**src/rtl/vga_timing_pkg.sv**
```systemverilog
// Shared VGA mode tables and timing helpers for the pipelined timing generator.
// A mode lists visible area, front porch, sync width and back porch for both axes.
package vga_timing_pkg;

  typedef struct packed {
    int h_visible;
    int h_front_porch;
    int h_sync_width;
    int h_back_porch;
    int v_visible;
    int v_front_porch;
    int v_sync_width;
    int v_back_porch;
  } vga_mode_t;

  localparam vga_mode_t VGA_640x480_60  = '{640, 16, 96, 48, 480, 10, 2, 33};
  localparam vga_mode_t SVGA_800x600_60 = '{800, 40, 128, 88, 600, 1, 4, 23};

  function automatic int timing_total(input int visible, input int front_porch,
                                      input int sync_width, input int back_porch);
    return visible + front_porch + sync_width + back_porch;
  endfunction

endpackage

```
**src/rtl/vga_delay_line.sv**
```systemverilog
// WIDTH x DEPTH shift register with synchronous reset to RESET_VALUE.
// q shows the value presented on d exactly DEPTH cycles earlier.
module vga_delay_line #(
  parameter int               WIDTH       = 1,
  parameter int               DEPTH       = 1,
  parameter logic [WIDTH-1:0] RESET_VALUE = '0
) (
  input  logic             clk_pixel,
  input  logic             reset,
  input  logic [WIDTH-1:0] d,
  output logic [WIDTH-1:0] q
);

  logic [WIDTH-1:0] stage [DEPTH];

  always_ff @(posedge clk_pixel) begin
    if (reset) begin
      for (int i = 0; i < DEPTH; i++) stage[i] <= RESET_VALUE;
    end else begin
      stage[0] <= d;
      for (int i = 1; i < DEPTH; i++) stage[i] <= stage[i-1];
    end
  end

  assign q = stage[DEPTH-1];

endmodule

```
**src/rtl/vga_timing_pipelined.sv**
```systemverilog
// Parametrised VGA timing generator that requests pixels PIXEL_LATENCY cycles ahead
// of the raster and realigns syncs/blanking with the returned RGB.
module vga_timing_pipelined
  import vga_timing_pkg::*;
#(
  parameter int   H_VISIBLE_AREA    = VGA_640x480_60.h_visible,
  parameter int   H_FRONT_PORCH     = VGA_640x480_60.h_front_porch,
  parameter int   H_SYNC_WIDTH      = VGA_640x480_60.h_sync_width,
  parameter int   H_BACK_PORCH      = VGA_640x480_60.h_back_porch,
  parameter int   V_VISIBLE_AREA    = VGA_640x480_60.v_visible,
  parameter int   V_FRONT_PORCH     = VGA_640x480_60.v_front_porch,
  parameter int   V_SYNC_WIDTH      = VGA_640x480_60.v_sync_width,
  parameter int   V_BACK_PORCH      = VGA_640x480_60.v_back_porch,
  parameter logic H_ACTIVE_POLARITY = 1'b0,
  parameter logic V_ACTIVE_POLARITY = 1'b0,
  parameter int   COLOR_BITS        = 4,
  parameter int   PIXEL_LATENCY     = 2,
  parameter int   FRAME_COUNT_BITS  = 16,
  localparam int  H_TOTAL = timing_total(H_VISIBLE_AREA, H_FRONT_PORCH, H_SYNC_WIDTH, H_BACK_PORCH),
  localparam int  V_TOTAL = timing_total(V_VISIBLE_AREA, V_FRONT_PORCH, V_SYNC_WIDTH, V_BACK_PORCH),
  localparam int  H_BITS  = $clog2(H_TOTAL),
  localparam int  V_BITS  = $clog2(V_TOTAL)
) (
  input  logic                        clk_pixel,
  input  logic                        in_reset,
  input  logic [COLOR_BITS-1:0]       in_vga_r,
  input  logic [COLOR_BITS-1:0]       in_vga_g,
  input  logic [COLOR_BITS-1:0]       in_vga_b,
  output logic                        out_req_valid,
  output logic [H_BITS-1:0]           out_req_x,
  output logic [V_BITS-1:0]           out_req_y,
  output logic                        out_line_start,
  output logic                        out_frame_start,
  output logic [FRAME_COUNT_BITS-1:0] out_frame_count,
  output logic [COLOR_BITS-1:0]       out_vga_r,
  output logic [COLOR_BITS-1:0]       out_vga_g,
  output logic [COLOR_BITS-1:0]       out_vga_b,
  output logic                        out_vga_horizontal_sync,
  output logic                        out_vga_vertical_sync,
  output logic                        out_visible_area
);

  localparam int HS_START = H_VISIBLE_AREA + H_FRONT_PORCH;
  localparam int HS_END   = HS_START + H_SYNC_WIDTH;
  localparam int VS_START = V_VISIBLE_AREA + V_FRONT_PORCH;
  localparam int VS_END   = VS_START + V_SYNC_WIDTH;

  if (PIXEL_LATENCY < 1) begin : g_bad_latency
    $error("vga_timing_pipelined: PIXEL_LATENCY must be at least 1");
  end
  if (H_FRONT_PORCH < 1 || H_SYNC_WIDTH < 1 || H_BACK_PORCH < 1 ||
      V_FRONT_PORCH < 1 || V_SYNC_WIDTH < 1 || V_BACK_PORCH < 1) begin : g_bad_porch
    $error("vga_timing_pipelined: porch and sync widths must be non-zero");
  end
  if (FRAME_COUNT_BITS < 1) begin : g_bad_frame_bits
    $error("vga_timing_pipelined: FRAME_COUNT_BITS must be at least 1");
  end

  logic [H_BITS-1:0]           x;
  logic [V_BITS-1:0]           y;
  logic [FRAME_COUNT_BITS-1:0] frame_count;
  logic                        x_wrap;
  logic                        y_wrap;

  assign x_wrap = (x == H_BITS'(H_TOTAL - 1));
  assign y_wrap = (y == V_BITS'(V_TOTAL - 1));

  always_ff @(posedge clk_pixel) begin
    if (in_reset) begin
      x           <= '0;
      y           <= '0;
      frame_count <= '0;
    end else begin
      x <= x_wrap ? '0 : x + H_BITS'(1);
      if (x_wrap) begin
        if (y_wrap) begin
          y           <= '0;
          frame_count <= frame_count + FRAME_COUNT_BITS'(1);
        end else begin
          y <= y + V_BITS'(1);
        end
      end
    end
  end

  // Request-stage decode; syncs are kept active-high internally until the output register.
  logic hs_raw;
  logic vs_raw;

  assign out_req_x       = x;
  assign out_req_y       = y;
  assign out_frame_count = frame_count;
  assign out_req_valid   = (x < H_BITS'(H_VISIBLE_AREA)) && (y < V_BITS'(V_VISIBLE_AREA));
  assign out_line_start  = (x == '0);
  assign out_frame_start = (x == '0) && (y == '0);
  assign hs_raw          = (x >= H_BITS'(HS_START)) && (x < H_BITS'(HS_END));
  assign vs_raw          = (y >= V_BITS'(VS_START)) && (y < V_BITS'(VS_END));

  logic [2:0] ctrl_tap;
  logic       tap_valid;
  logic       tap_hs;
  logic       tap_vs;

  vga_delay_line #(
    .WIDTH       (3),
    .DEPTH       (PIXEL_LATENCY),
    .RESET_VALUE (3'b000)
  ) u_ctrl_delay (
    .clk_pixel (clk_pixel),
    .reset     (in_reset),
    .d         ({out_req_valid, hs_raw, vs_raw}),
    .q         (ctrl_tap)
  );

  assign {tap_valid, tap_hs, tap_vs} = ctrl_tap;

  // The pixel source answer is only trusted at the latency tap and only when visible.
  always_ff @(posedge clk_pixel) begin
    if (in_reset) begin
      out_vga_r               <= '0;
      out_vga_g               <= '0;
      out_vga_b               <= '0;
      out_visible_area        <= 1'b0;
      out_vga_horizontal_sync <= ~H_ACTIVE_POLARITY;
      out_vga_vertical_sync   <= ~V_ACTIVE_POLARITY;
    end else begin
      out_vga_r               <= tap_valid ? in_vga_r : '0;
      out_vga_g               <= tap_valid ? in_vga_g : '0;
      out_vga_b               <= tap_valid ? in_vga_b : '0;
      out_visible_area        <= tap_valid;
      out_vga_horizontal_sync <= tap_hs ? H_ACTIVE_POLARITY : ~H_ACTIVE_POLARITY;
      out_vga_vertical_sync   <= tap_vs ? V_ACTIVE_POLARITY : ~V_ACTIVE_POLARITY;
    end
  end

endmodule

```
**config.mk**
```make
export PLATFORM = sky130hd
export DESIGN_NAME = vga_timing_pipelined
export DESIGN_NICKNAME = d
export VERILOG_FILES = /design/src/rtl/vga_timing_pkg.sv /design/src/rtl/vga_delay_line.sv /design/src/rtl/vga_timing_pipelined.sv
export SDC_FILE = /design/constraint.sdc
export NUM_CORES = 1
export LEC_CHECK = 0
export CORE_MARGIN = 2
export CORE_UTILIZATION = 40
export DETAILED_ROUTE_END_ITERATION = 16
export DONT_BUFFER_PORTS = 1
export SYNTH_ARGS = -nofsm -noshare
export SYNTH_HDL_FRONTEND = slang
export SYNTH_HIERARCHICAL = 1
export SYNTH_SLANG_ARGS = --single-unit
export TNS_END_PERCENT = 50
```
**constraint.sdc**
```tcl
create_clock -name clk_pixel -period 3.26 [get_ports clk_pixel]
set_input_delay 0.326 -clock clk_pixel [delete_from_list [all_inputs] [get_ports clk_pixel]]
set_output_delay 0.326 -clock clk_pixel [all_outputs]
set_load 0.01 [all_outputs]
```
# After elaboration in Yosys (flattened, before gate mapping)
# Memory sizes are Yosys's and may differ from the RTL's.
# Cells that the tools add are included.
# classes
n_lt_le_gt_ge,6
reduce_logical,9
mux,8
n_addsub,3
n_eq_ne,2
n_bitwise,3
# ops
cell,n
$add 10x1->10 const B,2
$eq 10x10->1 const B,2
$logic_not 10->1,2
$lt 10x10->1 const B,2
$lt 10x9->1 const B,2
$add 16x1->16 const B,1
$ge 10x10->1 const B,1
$ge 10x9->1 const B,1
$mux 10,1
$mux 3,2
$mux 1,5
$logic_and 1x1->1,4
$reduce_or 2->1,2
$or 1x1->1,2
$reduce_and 2->1,1
$not 1->1,1
# totals
out_inout_bits,54
ff_bits,51
ramBits,6
input_bits,14
memories,1
# memory_table
memory,depth,word_bits,read_ports,rd_ports_with_merged_regs,write_ports,line_no,source
u_ctrl_delay.stage,2,3,2,0,2,vga_delay_line.sv:14,logic [WIDTH-1:0] stage [DEPTH];

# Longest topological paths before layout
# Gate-level depths: netlist of run 1.
# logic_depth
word_depth,3
ltp_mapped,7
mapped_depth_nobuf,6

# Hierarchy
# Netlist of run 1, hierarchy kept.
# modules_own_cells
module,cells_per_inst,area_per_inst_um2,n_inst
vga_timing_pipelined,270,2349.8,1
vga_delay_line,15,180.2,1

# Worst setup path after synthesis of run 1
# No wires, ideal clock.
# synth_timing
path_kind,reg-to-reg
startpoint,reg y[4] (netlist: out_req_y[4])
endpoint,reg frame_count[15] (netlist: out_frame_count[15])
slack_ps,942
period_less_slack_ps,2318
stages_incl_launch_ff,7
arrival_time_ps,2248
path_buffers,2
t_required_ps,3189
setup_time_ps,71
cell_sequence,dfxtp_1 buf_6 or4_4 or4b_1 buf_2 or4_1 a21oi_1
# synth_via
elab_chain_cells,2
# synth_lines
item,line_no,source
from (decl),vga_timing_pipelined.sv:60,logic [V_BITS-1:0] y;
from (signal assigned),vga_timing_pipelined.sv:80,y <= y + V_BITS'(1);
$eq 10x10->1,vga_timing_pipelined.sv:66,assign y_wrap = (y == V_BITS'(V_TOTAL - 1));
$reduce_and 2->1 (no line),-,
to (signal assigned),vga_timing_pipelined.sv:78,frame_count <= frame_count + FRAME_COUNT_BITS'(1);
to (decl),vga_timing_pipelined.sv:61,logic [FRAME_COUNT_BITS-1:0] frame_count;
# Every way passes these cells.
# A chain may end at the register's enable or synchronous reset.

# Worst setup path in the final report of run 1
# layout_timing
startpoint,reg x[0] (netlist: out_req_x[0])
endpoint,out out_frame_start
# layout_via
elab_chain_cells,2
# layout_lines
item,line_no,source
from (decl),vga_timing_pipelined.sv:59,logic [H_BITS-1:0] x;
from (signal assigned),vga_timing_pipelined.sv:74,x <= x_wrap ? '0 : x + H_BITS'(1);
$logic_not 10->1,-,
named net out_line_start,vga_timing_pipelined.sv:32,"output logic out_line_start,"
$logic_and 1x1->1,vga_timing_pipelined.sv:95,assign out_frame_start = (x == '0) && (y == '0);
to (decl),vga_timing_pipelined.sv:33,"output logic out_frame_start,"
# The timed path passes the listed nets, and every way through them passes these cells.

==> run_results.csv, run 1 <==
group,metric,value,unit
clocking,worstSkewPairLatency,0.34,ns
clocking,cts_tree,"built",
placed_design,dp.cells,342,
worst_setup_path,critPathLaunch,"out_req_x[0]$_SDFF_PP0_",
synth,yosys_warnings,6,
floorplanning,start_util,41.99,%
detailed_routing,drt-wirelength-per-cell,16.09,µm
detailed_routing,drt_iter0_drc,99,
cells_and_area,drive_above_1_share,8.481,%
cells_and_area,nFillCells,594,
synth,synth_cell_types,40,
clocking,postCtsSetupBuffers,0,
timing,max_freq,399.9,MHz
clocking,ctsHoldBuffers,0,
synth,syn_area,2530,µm²
pwr,finalPower,1.403,mW
clocking,root_buffer,"clkbuf_8",
detailed_routing,routed_wl,5760,µm
placed_design,dpl.hpwl,3790,µm
worst_setup_path,crit_fanout,5,
detailed_routing,vias,2087,
placed_design,dp_slack,0.8617,ns
timing,timing.final.ws_setup,0.7594,ns
clocking,cts_inserted_buffers,9,
global_routing,met1_usage,21.57,%
run,max-cap-violations,0,
cells_and_area,post-route-util,45.64,%
timing,slew_headroom,53.50,%
worst_setup_path,crit_end,"out_frame_start",
floorplanning,core,6026,µm²
global_routing,use_met2,25.22,%
clocking,clockBufferDepth,2,
run_status,status,"finished, final reports clean",
timing,hold_viol,0,
worst_setup_path,reg2reg_slack,0.84,ns
synth,syn_nets,304,
timing,rsz0062_at_grt,"false",
synth,ys_seq_elements,57,
pwr,pwr_density_cell,510.2,nW/µm²
timing,slew_viol_final,0,
global_routing,grt_pass1_vias,1859,
global_routing,met3_usage,7.517,%
cells_and_area,area_delta_synth_final,8.704,%
pwr,max-vdd-ir-drop,244.4,µV
floorplanning,ios,68,
timing,finalCritPeriodShare,76.70,%
synth,netlist_instances,285,
floorplanning,fp.dieW,83.53,µm
detailed_routing,drtAntennaViolNets,0,
pwr,power_leakage,0.8971,nW
synth,async_reset_ff_share,0,%
worst_setup_path,arrival,2.17,ns
global_routing,grt_max_degree,47,
timing,setup_tns,0,ns
clocking,htreeDepth,3,
worst_hold_path,min_path_type,"primary input to flop",
detailed_routing,first_pass_iters,4,
worst_setup_path,cp_data_required_time,2.93,ns
timing,fin_worst_skew,0.006642,ns
floorplanning,num_rows,28,
synth,synth-edff-count,0,
worst_setup_path,reg2reg_to,"out_frame_count[15]$_SDFFE_PP0P_",
worst_setup_path,worst_r2r_startpoint,"out_req_y[4]$_SDFFE_PP0N_",
global_routing,antenna_found_initial,0,
worst_setup_path,endpoint_kind,"output port",
synth,postSynthAreaPerCell,8.877,µm²
global_routing,grt-ovfl-total,0,
clocking,cts_sinks,57,
global_routing,grt_pass1_wl,9528,µm
clocking,cts.reportedPaths.clkPinSlew,0.07,ns
placed_design,portBuffers,0,
worst_setup_path,cp-start-kind,"flop",
timing,setup_violations,0,
clocking,post_cts_resized,0,
worst_setup_path,worstSetupPathType,"flop to output port",
floorplanning,die-area,6977,µm²
detailed_routing,drc,0,
synth,synth_seq_area_share,45.10,%
synth,synth_ff_type,"dfxtp_1",
cells_and_area,diodes,0,
floorplanning,die_height,83.53,µm
worst_setup_path,r2r_cells,4,
global_routing,grt-busiest-layer,"met2",
detailed_routing,via_per_inst,5.830,
cells_and_area,final_nets,297,
timing,min_period,2.501,ns
placed_design,gp_congestion,0.8112,
timing,worst_slew_pin_slew,0.6912,ns
cells_and_area,layout.cells.non_filler,358,
global_routing,grt_util_all_layers,16.95,%
cells in the mapped netlist (3+ instances only):
master,number,area [µm²]
a21oi_1,25,125.1
a31oi_1,3,18.77
and2_1,13,81.33
and3_1,8,50.05
and4_1,6,52.55
buf_4,3,22.52
clkbuf_1,13,48.80
dfxtp_1,57,1141
ha_1,5,62.56
inv_1,8,30.03
nand2_1,15,56.30
nand2b_1,4,25.02
nand3_1,15,75.07
nand4_1,10,62.56
nor2_1,5,18.77
nor2b_1,10,62.56
nor3_1,13,65.06
nor4b_1,3,26.28
o21ai_0,10,50.05
o31ai_1,12,90.09
or3_1,6,37.54
or4_1,13,97.59
xnor2_1,4,35.03
xor2_1,4,35.03
placed cells by master (no fill, tap or decap), types with 2 or more instances in the layout:
cell type	n
nor3_1	13
a31oi_1	3
xor2_1	4
clkinv_4	3
and3_1	8
clkbuf_8	9
nand2_1	15
o31ai_1	12
nand4_1	10
or4_1	13
and2_1	13
nand2b_1	4
nor4b_1	3
xnor2_1	4
nor2_1	5
nor2b_1	10
buf_4	3
dfxtp_1	57
or3_1	6
and4_1	6
clkinvlp_4	2
o21ai_0	10
ha_1	5
inv_1	8
nor4_1	2
a31o_2	2
nand3_1	15
a21oi_1	25
through the flow:
step           hold WS (ns)  cell area (µm²)
2_1_floorplan        0.3976             2530
3_3_place_gp         0.3552             2546
3_5_place_dp         0.3596             2546
4_1_cts             0.03546             2750
5_1_grt             0.03246             2750
6_report            0.04926             2750
sequential cells by signal, summed over array words and instances (netlist names):
register and count:
out_frame_count 16, out_req_y 10, out_vga_horizontal_sync 1, out_vga_r 4, out_vga_vertical_sync 1, out_vga_g 4, out_visible_area 1, u_ctrl_delay/stage 6
out_req_x 10, out_vga_b 4
cell type report:
type	instances	area [µm²]	area share, %
inverter	8	30.03	1.092
clock inverter	7	80.08	2.912
tap	75	93.84	3.412
sequential	57	1141	41.49
timing repair buffer	3	22.52	0.8189
multi-input combinational	199	1259	45.77
clock buffer	9	123.9	4.504
worst min-delay path by stage:
stage	slack, ns	start	depth (start not counted)	end
floorplan	0.40	in_reset	1	u_ctrl_delay/stage[0][0]$_SDFF_PP0_
global placement	0.36	u_ctrl_delay/stage[0][4]$_SDFF_PP0_	1	out_vga_horizontal_sync$_SDFF_PP1_
detailed placement	0.36	u_ctrl_delay/stage[0][3]$_SDFF_PP0_	1	out_vga_vertical_sync$_SDFF_PP1_
CTS	0.04	in_reset	1	out_req_y[8]$_SDFFE_PP0N_
global route	0.03	in_reset	1	out_req_y[8]$_SDFFE_PP0N_
finish	0.05	in_reset	1	out_req_x[4]$_SDFF_PP0_
power by group:
group	switching (mW)	internal (mW)
combinational	0.0107	0.00993
sequential	0.00976	0.705
clock	0.309	0.358
layer usage:
| metal | wire length (µm) | up-vias |
|---|---|---|
| met5 | 0 | - |
| met4 | 93 | 0 |
| met3 | 479 | 8 |
| met2 | 2550 | 73 |
| met1 | 2636 | 969 |
| li1 | - | 1037 |
logic make-up after synthesis:
logic type	share of synthesized area, %
xor+xnor	2.769
fa+ha+maj	2.473
flops	45.10
simple gates	31.01
compound gates	13.50
buf+inv	5.144
critical path: stages, from the launching register on:
cell     delay [ns]
dfxtp_1        0.38
inv_1          0.08
ha_1           0.14
nor4b_1        0.22
nand2_1        0.08
nor4_1         0.53
and4_1         0.40
No activity file was read; power rests on OpenSTA's default activity.
==> inputs of run 2 (changes only) <==
clock period = 2 ns   (was 3.26 ns; I/O delays follow)
==> run 2 against run 1 <==
- the flow now finishes with violations (setup timing)
- worst setup slack worse by 0.82 ns
- clock skew down 0.0017 ns
- first-iteration DRC count is 17% lower
- combinational power grew to 5.0 times the previous value
- routed wire length increased by 15%
- global-route usage grew 1.6 points
- final cell count is 17% higher
==> run_results.csv, run 2 (synthesis gave the netlist of run 1 again) <==
group,metric,value,unit
timing,slew_headroom,63.43,%
detailed_routing,drt_iter0_drc,82,
global_routing,grt_util_all_layers,18.55,%
worst_setup_path,cp_data_required_time,2.28,ns
detailed_routing,drtAntennaViolNets,0,
timing,finalCritPeriodShare,103.0,%
timing,fin_worst_skew,0.004991,ns
clocking,cts.reportedPaths.clkPinSlew,0.07,ns
pwr,intPower,1.919,mW
detailed_routing,routed_wl,6599,µm
pwr,power_frac_seq,46.9,%
run,max-cap-violations,0,
cells_and_area,layout_commonest_cell,"dfxtp_1",
cells_and_area,stdcell_area,3395,µm²
floorplanning,core,6026,µm²
clocking,worstSkewPairLatency,0.34,ns
floorplanning,ios,68,
global_routing,antenna_found_initial,0,
run_status,failed_checks,"setup timing",
detailed_routing,via_per_inst,5.625,
timing,setup_violations,5,
cells_and_area,diodes,0,
cells_and_area,drive_above_1_share,24.42,%
pwr,combPwrFrac,4.2,%
global_routing,grt_pass1_wl,10640,µm
placed_design,dpl.hpwl,4282,µm
placed_design,gp_congestion,0.8518,
floorplanning,start_util,41.99,%
timing,worst_slew_pin_slew,0.5475,ns
cells_and_area,largest_reg_flops,16,
pwr,pwr_density_cell,727.0,nW/µm²
pwr,max-vdd-ir-drop,556.8,µV
pwr,power_leakage,1.252,nW
floorplanning,fp.dieW,83.53,µm
clocking,clockBufferDepth,2,
clocking,cts_sinks,57,
cells_and_area,nFillCells,559,
timing,slew_viol_final,0,
cells_and_area,area_delta_synth_final,34.17,%
worst_setup_path,endpoint_kind,"flop",
worst_hold_path,min_path_type,"primary input to flop",
worst_setup_path,crit_fanout,7,
detailed_routing,first_pass_iters,4,
cells_and_area,final_nets,358,
cells_and_area,post-route-util,56.33,%
placed_design,portBuffers,0,
cells_and_area,final_cell_mix,"54 x dfxtp_1, 40 x buf_4, 23 x dlygate4sd3_1",
clocking,cts_inserted_buffers,9,
timing,whs,0.04595,ns
pwr,switching_share,22.22,%
timing,timing.final.ws_setup,-0.05925,ns
global_routing,grt_pass1_vias,2164,
timing,rsz0062_at_grt,"true",
clocking,htreeDepth,3,
detailed_routing,drc,0,
worst_setup_path,cp-start-kind,"flop",
global_routing,grt-ovfl-total,0,
worst_setup_path,worstSetupPathType,"flop to flop",
floorplanning,die_height,83.53,µm
pwr,power.switching,0.5484,mW
timing,max_freq,485.6,MHz
timing,min_period,2.059,ns
run_status,status,"complete, but fails checks",
placed_design,dpl_cell_area,2829,µm²
detailed_routing,drt-wirelength-per-cell,15.75,µm
worst_setup_path,arrival,2.33,ns
floorplanning,die-area,6977,µm²
pwr,p_clk_share,48.9,%
global_routing,grt_max_degree,47,
detailed_routing,vias,2357,
timing,hold_viol,0,
clocking,root_buffer,"clkbuf_8",
clocking,cts_tree,"built",
floorplanning,num_rows,28,
## run 2: cell count changes in the layout (fill, tap and decap cells not counted), moves of 3 or more
cell / before / now
buf_4: 3 / 40
dlygate4sd3_1: 0 / 23
or4_1: 13 / 7
or4_4: 1 / 7
a21oi_1: 25 / 20
a21oi_2: 0 / 5
dfxtp_1: 57 / 54
dfxtp_2: 0 / 3
## run 2: area by class of cell
| class | count | area, µm² | share of cell area, % |
|---|---|---|---|
| inverter | 8 | 30.03 | 0.8846 |
| multi-input combinational | 199 | 1349 | 39.73 |
| tap | 75 | 93.84 | 2.764 |
| sequential | 57 | 1145 | 33.73 |
| clock inverter | 7 | 102.6 | 3.022 |
| timing repair buffer | 64 | 550.5 | 16.22 |
| clock buffer | 9 | 123.9 | 3.649 |
## run 2: worst paths after layout
check,to,startpoint,depth (start not counted),slack (ns)
hold reg to reg,out_frame_count[1]$_SDFFE_PP0P_,out_frame_count[1]$_SDFFE_PP0P_,2,0.51
hold / removal,out_req_y[7]$_SDFFE_PP0N_,in_reset,2,0.05
setup / recovery,out_frame_count[13]$_SDFFE_PP0P_,out_req_y[5]$_SDFFE_PP0N_,4,-0.06
setup reg to reg,out_frame_count[13]$_SDFFE_PP0P_,out_req_y[5]$_SDFFE_PP0N_,4,-0.06
## run 2: through the flow
step | cells | power [mW] | worst slack [ns] | TNS [ns]
6_report | 419 | 2.468 | -0.05925 | -0.1528
3_3_place_gp | 378 | 1.239 | -0.04685 | -0.1206
2_1_floorplan | 285 | 1.228 | -0.1829 | -0.9535
4_1_cts | 417 | 2.482 | -0.01089 | -0.03272
3_5_place_dp | 378 | 1.239 | -0.06717 | -0.1995
5_1_grt | 419 | 2.554 | -0.1234 | -0.5566
## run 2: critical path, stage by stage (launching register included)
cell,delay (ns)
dfxtp_2,0.32
or4_4,0.56
or4b_4,0.55
or4_4,0.44
a21oi_2,0.13
## run 2: timing repair
item | CTS | global route
buffers inserted | 0 | 1
pin swaps | 0 | 3
setup endpoints to repair | 6 | 12
endpoints found under the hold margin | 55 | 32
resized for setup | 6 | 14
hold buffers | 23 | 1
## run 2: metal layers
| metal | vias to the layer above | wire length (µm) | track usage (%) |
|---|---|---|---|
| met5 | - | 0 | 0 |
| met4 | 0 | 19 | 4.399 |
| met3 | 2 | 559 | 8.210 |
| met2 | 89 | 3161 | 28.89 |
| met1 | 1112 | 2858 | 23.73 |
| li1 | 1154 | - | - |
## run 2: power groups by stage
stage                     sequential, mW  clock [mW]  combinational (mW)
after floorplan                     1.19           0              0.0390
after global placement              1.18           0              0.0548
after global routing                1.16        1.28               0.112
after CTS                           1.16        1.24              0.0867
final                               1.16        1.21               0.103
after detailed placement            1.18           0              0.0550
==> inputs of run 3 (changes only) <==
RECOVER_POWER = 25   (was not set)
==> run 3 against run 2 <==
- the flow still finishes with violations (setup timing)
- sequential power barely moved
- combinational power about the same
- non-clock buffer count is the same
- hold slack better by 0.00086 ns
- clock skew hardly changed
- utilization decreased by 0.12 points
- final cell count unchanged
- first-iteration DRC count increased by 13%
- fmax grew 0.27%
- clock-buffer cell count unchanged
- clock power barely moved
- die area unchanged
- critical path type unchanged
- critical endpoint unchanged
==> run_results.csv, run 3 (synthesis gave the netlist of run 1 again) <==
group,metric,value,unit
run_status,status,"complete, but fails checks",
run_status,failed_checks,"setup timing",
timing,fin_worst_skew,0.005032,ns
cells_and_area,diodes,0,
timing,min_period,2.054,ns
global_routing,antenna_found_initial,0,
worst_hold_path,min_from,"in_reset",
timing,worst_slew_pin_slew,0.5476,ns
timing,rsz0062_at_grt,"true",
clocking,cts.reportedPaths.clkPinSlew,0.07,ns
timing,finalCritPeriodShare,102.7,%
timing,setup_violations,6,
worst_setup_path,r2r_cells,4,
timing,hold_viol,0,
worst_setup_path,cp_data_required_time,2.27,ns
worst_setup_path,worst_r2r_startpoint,"out_req_y[5]$_SDFFE_PP0N_",
detailed_routing,drt-wirelength-per-cell,15.69,µm
timing,whs,0.04681,ns
worst_setup_path,reg2reg_slack,-0.05,ns
detailed_routing,vias,2366,
pwr,pwr_density_cell,728.3,nW/µm²
worst_hold_path,holdPathStages,2,
floorplanning,ios,68,
worst_setup_path,endpoint_kind,"flop",
timing,timing.final.ws_setup,-0.05367,ns
cells_and_area,largest_reg_flops,16,
detailed_routing,first_pass_iters,4,
run,max-cap-violations,0,
timing,setup_tns,-0.1595,ns
cells_and_area,layout_commonest_cell,"dfxtp_1",
floorplanning,num_rows,28,
worst_hold_path,whs_endpoint,"out_req_y[7]$_SDFFE_PP0N_",
pwr,power_leakage,1.244,nW
global_routing,grt_pass1_vias,2164,
pwr,max-vdd-ir-drop,556.8,µV
clocking,worstSkewPairLatency,0.34,ns
cells_and_area,layout.cells.non_filler,419,
placed_design,dp.cells,378,
global_routing,grt-ovfl-total,0,
cells_and_area,area_delta_synth_final,33.88,%
cells_and_area,final_nets,358,
worst_setup_path,worstSetupPathType,"flop to flop",
timing,max_freq,486.9,MHz
detailed_routing,drt_iter0_drc,93,
clocking,cts_inserted_buffers,9,
clocking,cts_tree,"built",
floorplanning,start_util,41.99,%
cells_and_area,final_cell_mix,"54 x dfxtp_1, 38 x buf_4, 23 x dlygate4sd3_1",
clocking,clockBufferDepth,2,
clocking,htreeDepth,3,
cells_and_area,post-route-util,56.21,%
cells_and_area,nFillCells,558,
detailed_routing,drc,0,
worst_setup_path,arrival,2.33,ns
worst_setup_path,crit_fanout,7,
cells_and_area,drive_above_1_share,23.84,%
floorplanning,core,6026,µm²
timing,slew_headroom,63.42,%
detailed_routing,routed_wl,6575,µm
placed_design,dpl.hpwl,4282,µm
global_routing,grt_max_degree,47,
clocking,cts_sinks,57,
floorplanning,die_height,83.53,µm
global_routing,grt_util_all_layers,18.55,%
placed_design,portBuffers,0,
global_routing,grt_pass1_wl,10640,µm
worst_setup_path,cp-start-kind,"flop",
worst_hold_path,min_path_type,"primary input to flop",
timing,slew_viol_final,0,
worst_setup_path,reg2reg_to,"out_frame_count[13]$_SDFFE_PP0P_",
placed_design,gp_congestion,0.8518,
clocking,root_buffer,"clkbuf_8",
detailed_routing,drtAntennaViolNets,0,
floorplanning,die-area,6977,µm²
floorplanning,fp.dieW,83.53,µm
detailed_routing,via_per_inst,5.647,
[run 3: layout make-up]
class	instances	area [µm²]	share of cell area [%]
multi-input cells	199	1349	39.82
clock buffers	9	123.9	3.657
inverters	8	30.03	0.8866
well taps	75	93.84	2.771
clock inverters	7	102.6	3.029
repair buffers	64	543.0	16.03
flip-flops and latches	57	1145	33.80
[run 3: stage by stage]
step	power, mW	worst slack [ns]	instance area, µm²
detailed placement	1.239	-0.06717	2829
global placement	1.239	-0.04685	2829
CTS	2.482	-0.01089	3313
global route	2.554	-0.1234	3387
finish	2.467	-0.05367	3387
floorplan	1.228	-0.1829	2555
[run 3: power by group]
group          internal [mW]  switching [mW]  leakage, nW  total (mW)
logic                 0.0570          0.0456        0.670       0.103
clock network          0.713           0.493        0.110        1.21
registers               1.15         0.00880        0.463        1.16
[run 3: worst max-delay path, stage by stage, from the launching register on]
cell and delay (ns):
dfxtp_2 0.32, or4_4 0.56, or4b_4 0.55, or4_4 0.44
a21oi_2 0.13
[run 3: how the worst max path moves through the flow]
stage / from / to / slack (ns)
after floorplan: out_req_y[5]$_SDFFE_PP0N_ / out_frame_count[15]$_SDFFE_PP0P_ / -0.18
after global placement: out_req_y[5]$_SDFFE_PP0N_ / out_frame_count[11]$_SDFFE_PP0P_ / -0.05
after detailed placement: out_req_y[5]$_SDFFE_PP0N_ / out_frame_count[15]$_SDFFE_PP0P_ / -0.07
after CTS: out_req_y[5]$_SDFFE_PP0N_ / out_frame_count[15]$_SDFFE_PP0P_ / -0.01
after global routing: out_req_x[0]$_SDFF_PP0_ / out_frame_start / -0.12
final: out_req_y[5]$_SDFFE_PP0N_ / out_frame_count[13]$_SDFFE_PP0P_ / -0.05
[run 3: what timing repair did]
| action | 4_1_cts | 5_1_grt |
|---|---|---|
| setup endpoints to repair | 6 | 12 |
| pin swaps | 0 | 3 |
| hold buffers | 23 | 1 |
| setup buffers | 0 | 1 |
| hold endpoints to repair | 55 | 32 |
| gates resized for setup | 6 | 14 |
[run 3: per-layer routing]
| metal | GRT usage, % | vias to the layer above | part of all wire, % |
|---|---|---|---|
| met1 | 23.73 | 1115 | 43 |
| met3 | 8.210 | 2 | 8.9 |
| met5 | 0 | - | 0 |
| met4 | 4.399 | 0 | 0.29 |
| met2 | 28.89 | 94 | 48 |
| li1 | - | 1155 | - |
